**src/rtl/mbr_mem_port.sv**
```systemverilog
// Memory buffer register and memory-side initiator port for the 16-bit datapath.
// Latency: mem_req rises 1 cycle after a start; with zero-wait ready, MBRtoBR/done follow 1 cycle later.
// Backpressure: mem_req is held until mem_ready or timeout; starts outside IDLE are dropped, with no queuing.
module mbr_mem_port #(
    parameter int DATA_W  = 16,
    parameter int ADDR_W  = 8,
    parameter int TIMEOUT = 15
) (
    input  logic              clk,
    input  logic              rst,
    input  logic [31:0]       control_signal,
    input  logic [ADDR_W-1:0] MARtoMBR,
    input  logic [DATA_W-1:0] ACCtoMBR,
    input  logic [DATA_W-1:0] mem_rdata,
    input  logic              mem_ready,
    output logic              mem_req,
    output logic              mem_we,
    output logic [ADDR_W-1:0] mem_addr,
    output logic [DATA_W-1:0] mem_wdata,
    output logic [DATA_W-1:0] MBRtoBR,
    output logic              busy,
    output logic              done,
    output logic              err
);

    // The wait counter is 4 bits wide, so TIMEOUT must lie in 1..15.
    localparam int              CNT_W    = 4;
    localparam logic [CNT_W-1:0] CNT_LAST = CNT_W'(TIMEOUT - 1);

    typedef enum logic [1:0] {
        IDLE   = 2'd0,
        RD_REQ = 2'd1,
        WR_REQ = 2'd2,
        FINISH = 2'd3
    } state_t;

    state_t              state_q, state_d;
    logic [CNT_W-1:0]    cnt_q, cnt_d;
    logic [DATA_W-1:0]   mbr_q, mbr_d;
    logic [ADDR_W-1:0]   addr_q, addr_d;
    logic [DATA_W-1:0]   wdata_q, wdata_d;
    logic                req_q, req_d;
    logic                we_q, we_d;
    logic                busy_q, busy_d;
    logic                done_q, done_d;
    logic                err_q, err_d;

    logic rd_start;
    logic wr_start;
    logic unused_ctrl;

    assign rd_start    = control_signal[3];
    assign wr_start    = control_signal[4];
    assign unused_ctrl = ^{control_signal[31:5], control_signal[2:0]};

    // Next-state and next-output logic; every output is registered from these _d values.
    always_comb begin
        state_d = state_q;
        cnt_d   = cnt_q;
        mbr_d   = mbr_q;
        addr_d  = addr_q;
        wdata_d = wdata_q;
        req_d   = req_q;
        we_d    = we_q;
        busy_d  = busy_q;
        done_d  = 1'b0;
        err_d   = err_q;

        unique case (state_q)
            IDLE: begin
                // A write beats a simultaneous read; the read is silently dropped.
                if (wr_start) begin
                    state_d = WR_REQ;
                    addr_d  = MARtoMBR;
                    mbr_d   = ACCtoMBR;
                    wdata_d = ACCtoMBR;
                    req_d   = 1'b1;
                    we_d    = 1'b1;
                    busy_d  = 1'b1;
                    err_d   = 1'b0;
                    cnt_d   = '0;
                end else if (rd_start) begin
                    state_d = RD_REQ;
                    addr_d  = MARtoMBR;
                    req_d   = 1'b1;
                    we_d    = 1'b0;
                    busy_d  = 1'b1;
                    err_d   = 1'b0;
                    cnt_d   = '0;
                end
            end

            RD_REQ, WR_REQ: begin
                // Ready is checked first so a completion on the timeout cycle still succeeds.
                if (mem_ready) begin
                    if (state_q == RD_REQ) begin
                        mbr_d = mem_rdata;
                    end
                    state_d = FINISH;
                    req_d   = 1'b0;
                    we_d    = 1'b0;
                    busy_d  = 1'b0;
                    done_d  = 1'b1;
                end else begin
                    cnt_d = cnt_q + 1'b1;
                    if (cnt_q == CNT_LAST) begin
                        state_d = FINISH;
                        req_d   = 1'b0;
                        we_d    = 1'b0;
                        busy_d  = 1'b0;
                        done_d  = 1'b1;
                        err_d   = 1'b1;
                    end
                end
            end

            FINISH: begin
                state_d = IDLE;
            end

            default: begin
                state_d = IDLE;
            end
        endcase
    end

    // State and output registers with synchronous active-low reset.
    always_ff @(posedge clk) begin
        if (!rst) begin
            state_q <= IDLE;
            cnt_q   <= '0;
            mbr_q   <= '0;
            addr_q  <= '0;
            wdata_q <= '0;
            req_q   <= 1'b0;
            we_q    <= 1'b0;
            busy_q  <= 1'b0;
            done_q  <= 1'b0;
            err_q   <= 1'b0;
        end else begin
            state_q <= state_d;
            cnt_q   <= cnt_d;
            mbr_q   <= mbr_d;
            addr_q  <= addr_d;
            wdata_q <= wdata_d;
            req_q   <= req_d;
            we_q    <= we_d;
            busy_q  <= busy_d;
            done_q  <= done_d;
            err_q   <= err_d;
        end
    end

    assign mem_req   = req_q;
    assign mem_we    = we_q;
    assign mem_addr  = addr_q;
    assign mem_wdata = wdata_q;
    assign MBRtoBR   = mbr_q;
    assign busy      = busy_q;
    assign done      = done_q;
    assign err       = err_q;

endmodule

```
**config.mk**
```make
export PLATFORM = sky130hd
export DESIGN_NAME = mbr_mem_port
export DESIGN_NICKNAME = d
export VERILOG_FILES = /design/src/rtl/mbr_mem_port.sv
export SDC_FILE = /design/constraint.sdc
export NUM_CORES = 1
export LEC_CHECK = 0
export BUFFER_PORTS_ARGS = -buffer_cell sky130_fd_sc_hd__buf_4
export CAP_MARGIN = 20
export CORE_MARGIN = 2
export CORE_UTILIZATION = 45
export CTS_BUF_LIST = sky130_fd_sc_hd__clkbuf_4
export CTS_CLUSTER_DIAMETER = 120
export DETAILED_ROUTE_END_ITERATION = 8
export PLACE_DENSITY = 0.78
export SETUP_SLACK_MARGIN = 0.1
export SLEW_MARGIN = 20
export SYNTH_ARGS = -nofsm -noshare
export SYNTH_HDL_FRONTEND = slang
export SYNTH_SLANG_ARGS = --single-unit
export TNS_END_PERCENT = 1
```
**constraint.sdc**
```tcl
create_clock -name clk -period 4.8 [get_ports clk]
set_input_delay 0.96 -clock clk [delete_from_list [all_inputs] [get_ports clk]]
set_output_delay 0.96 -clock clk [all_outputs]
set_load 0.02 [all_outputs]
```
==> impl_metrics.csv <==
group,metric,value,unit
run_status,status,"finished, final reports clean",
clocking,cts_buffers,5,
clocking,cts_resized,0,
final_layout,drive_gt1_frac,0.358,
placement,io_buffers,89,
clocking,clkTransAtPathRegs,0.13,ns
pwr,p_per_area,634,nW/um^2
floorplanning,num_rows,26,
floorplanning,die_w,76.0,um
floorplanning,core,5040,um^2
pwr,irDropWorstVdd,0.000360,V
synth,syn_area,2330,um^2
sta,whs,0.464,ns
floorplanning,die_h,76.0,um
synth,yosysTopAreaCell,"dfxtp_1",
floorplanning,initial_core_util,0.463,
grt,grt_max_degree,47,
clocking,insertion_delay,0.36,ns
clocking,postCtsSetupBuffers,0,
synth,synth_top_area_share,0.429,
sta,final.setup.tns,0,ns
placement,place.gp.congestion,0.804,
synth,yosys.cell_types.count,35,
clocking,clockBufferDepth,2,
critical_path,arrival,2.86,ns
placement,dp_cells,397,
grt,grt_pass1_vias,1995,
grt,overflow,0,
clocking,htree_levels,2,
routing,routedWlPerCell,14.3,um
critical_path,reg2reg_slack,2.23,ns
routing,detail-route-antenna-nets,0,
critical_path,critPathMaxFanout,31,
grt,grt_first_pass_wirelength,9510,um
floorplanning,die_area,5770,um^2
sta,hold_viol_final,0,
sta,fin_crit,2.57,ns
synth,synthCells,260,
sta,rsz0062_at_grt,"false",
final_layout,syn_to_final_growth,31.1,%
critical_path,crit_type,"flip-flop to flip-flop",
synth,synth_nets,340,
final_layout,nets,414,
synth,yosysSeqAreaShare,0.429,
sta,relSlewSlack,0.280,
synth,synth_area_leaders,"dfxtp_1 43%, mux2_2 8.2%, nand2_1 6.1%, a211oi_1 5.2%, mux2i_1 4.7%",
critical_path,start_kind,"flip-flop",
sta,fin_ws,2.23,ns
critical_path,end_kind,"flip-flop",
clocking,cts-root-buf,"clkbuf_4",
final_layout,final_util,0.606,
grt,grt_antenna_before_repair,0,
placement,post_dp_cell_area,2980,um^2
final_layout,fin_area,3060,um^2
clocking,cts_tree,"built",
clocking,cts.sinks,50,
placement,place_hpwl,4150,um
routing,num_vias,2116,
routing,drtPass1Iterations,4,
grt,grt_usage,0.201,
synth,yosysWarningCount,0,
sta,max_freq,0.389,GHz
critical_path,cp.required,5.09,ns
placement,post-place-ws,2.27,ns
min_path,hp-class,"flip-flop to flip-flop",
routing,drt-initial-drc-count,115,
pwr,leakage,1.30,nW
routing,viasPerCell,5.22,
sta,fin_worst_skew,0.00777,ns
synth,synth_seq_cells,50,
pwr,total_power,1.94,mW
synth,avgSynthCellArea,8.97,um^2
final_layout,diodes,0,
run,max-cap-violations,0,
sta,setup_viol,0,
clocking,cts-hold-fix-buffers,0,
floorplanning,io_pins,120,
sta,drv_slew,0,
sta,max_slew.worst_pin.slew,1.08,ns
routing,wl,5790,um
sta,post-route-period-util,0.535,
final_layout,fin_cells,405,
routing,drcViolationCount,0,
power breakdown:
| group | leakage, nW | switching (mW) | internal (mW) |
|---|---|---|---|
| registers | 0.412 | 0.0723 | 0.536 |
| clock network | 0.0463 | 0.126 | 0.122 |
| logic | 0.842 | 0.615 | 0.465 |
layer usage:
metal | global-route usage | wire length (um)
met3 | 0.0367 | 200
met5 | 0 | 0
met2 | 0.318 | 2660
met1 | 0.276 | 2850
met4 | 0.0727 | 81
layout by cell type, fill, tap and decap left out, types with 2 or more instances in the layout:
cell type	netlist	layout
nor2_1	10	10
dfxtp_1	50	50
mux2_2	17	17
a31oi_1	17	17
a21oi_1	21	21
o31ai_1	3	3
mux2i_1	11	11
clkbuf_4	0	7
buf_4	4	90
nor3_1	16	16
o211ai_1	4	4
a211oi_1	16	16
nand2b_1	2	2
inv_1	7	7
nand3_1	2	2
o32ai_1	2	2
or4_1	2	2
nand2_1	38	38
ha_1	5	5
area by class of cell:
cell class,instances,area (um^2)
fill,465,1980
multi-input combinational,179,1180
sequential,50,1000
timing repair buffer,90,676
tap,70,87.6
clock buffer,7,52.6
clock inverter,1,30.0
inverter,8,30.0
flip-flops by register name (all words and copies together) (netlist names):
signal and flops:
mem_addr 8, state_q 2, done 1, busy 1, cnt_q 4, mem_we 1, err 1, MBRtoBR 16
mem_wdata 16
synthesized netlist by cell type:
| library cell | n |
|---|---|
| dfxtp_1 | 50 |
| nand2_1 | 38 |
| a21oi_1 | 21 |
| a31oi_1 | 17 |
| mux2_2 | 17 |
| a211oi_1 | 16 |
| nor3_1 | 16 |
| mux2i_1 | 11 |
| nor2_1 | 10 |
| buf_2 | 9 |
| clkbuf_1 | 9 |
| inv_1 | 7 |
| ha_1 | 5 |
| buf_4 | 4 |
| o211ai_1 | 4 |
| o31ai_1 | 3 |
| nand2b_1 | 2 |
| nand3_1 | 2 |
| o32ai_1 | 2 |
| or4_1 | 2 |
| a211o_1 | 1 |
| and2_0 | 1 |
| and2_2 | 1 |
| buf_6 | 1 |
| inv_2 | 1 |
| mux2i_4 | 1 |
| nor2b_1 | 1 |
| nor3b_4 | 1 |
| nor4_1 | 1 |
| nor4b_1 | 1 |
| o21ai_0 | 1 |
| o21ai_1 | 1 |
| or2_2 | 1 |
| or3_1 | 1 |
| or4b_1 | 1 |
path summary, 6_finish.rpt:
kind	from	endpoint	cells past startpoint
setup / recovery	state_q[0]$_SDFFE_PN0P_	err$_SDFFE_PN0P_	5
setup reg to reg	state_q[0]$_SDFFE_PN0P_	err$_SDFFE_PN0P_	5
hold reg to reg	mem_wdata[4]$_SDFFE_PN0P_	mem_wdata[4]$_SDFFE_PN0P_	2
hold / removal	mem_wdata[4]$_SDFFE_PN0P_	mem_wdata[4]$_SDFFE_PN0P_	2
critical path, stage by stage (launching register included):
cell	delay (ns)
dfxtp_1	0.39
inv_1	0.08
ha_1	1.01
nor2_1	0.30
or4_1	0.57
a21oi_1	0.15
kinds of logic after synthesis:
group,count (synthesis),synth area share
buffers and inverters,31,0.0644
multiplexers,29,0.139
flip-flops,50,0.429
AND/OR/NAND/NOR,79,0.160
AO/OA/AOI/OAI,66,0.180
adder cells (fa/ha/maj),5,0.0268
Note: power is estimated with default switching activity, not from simulation.
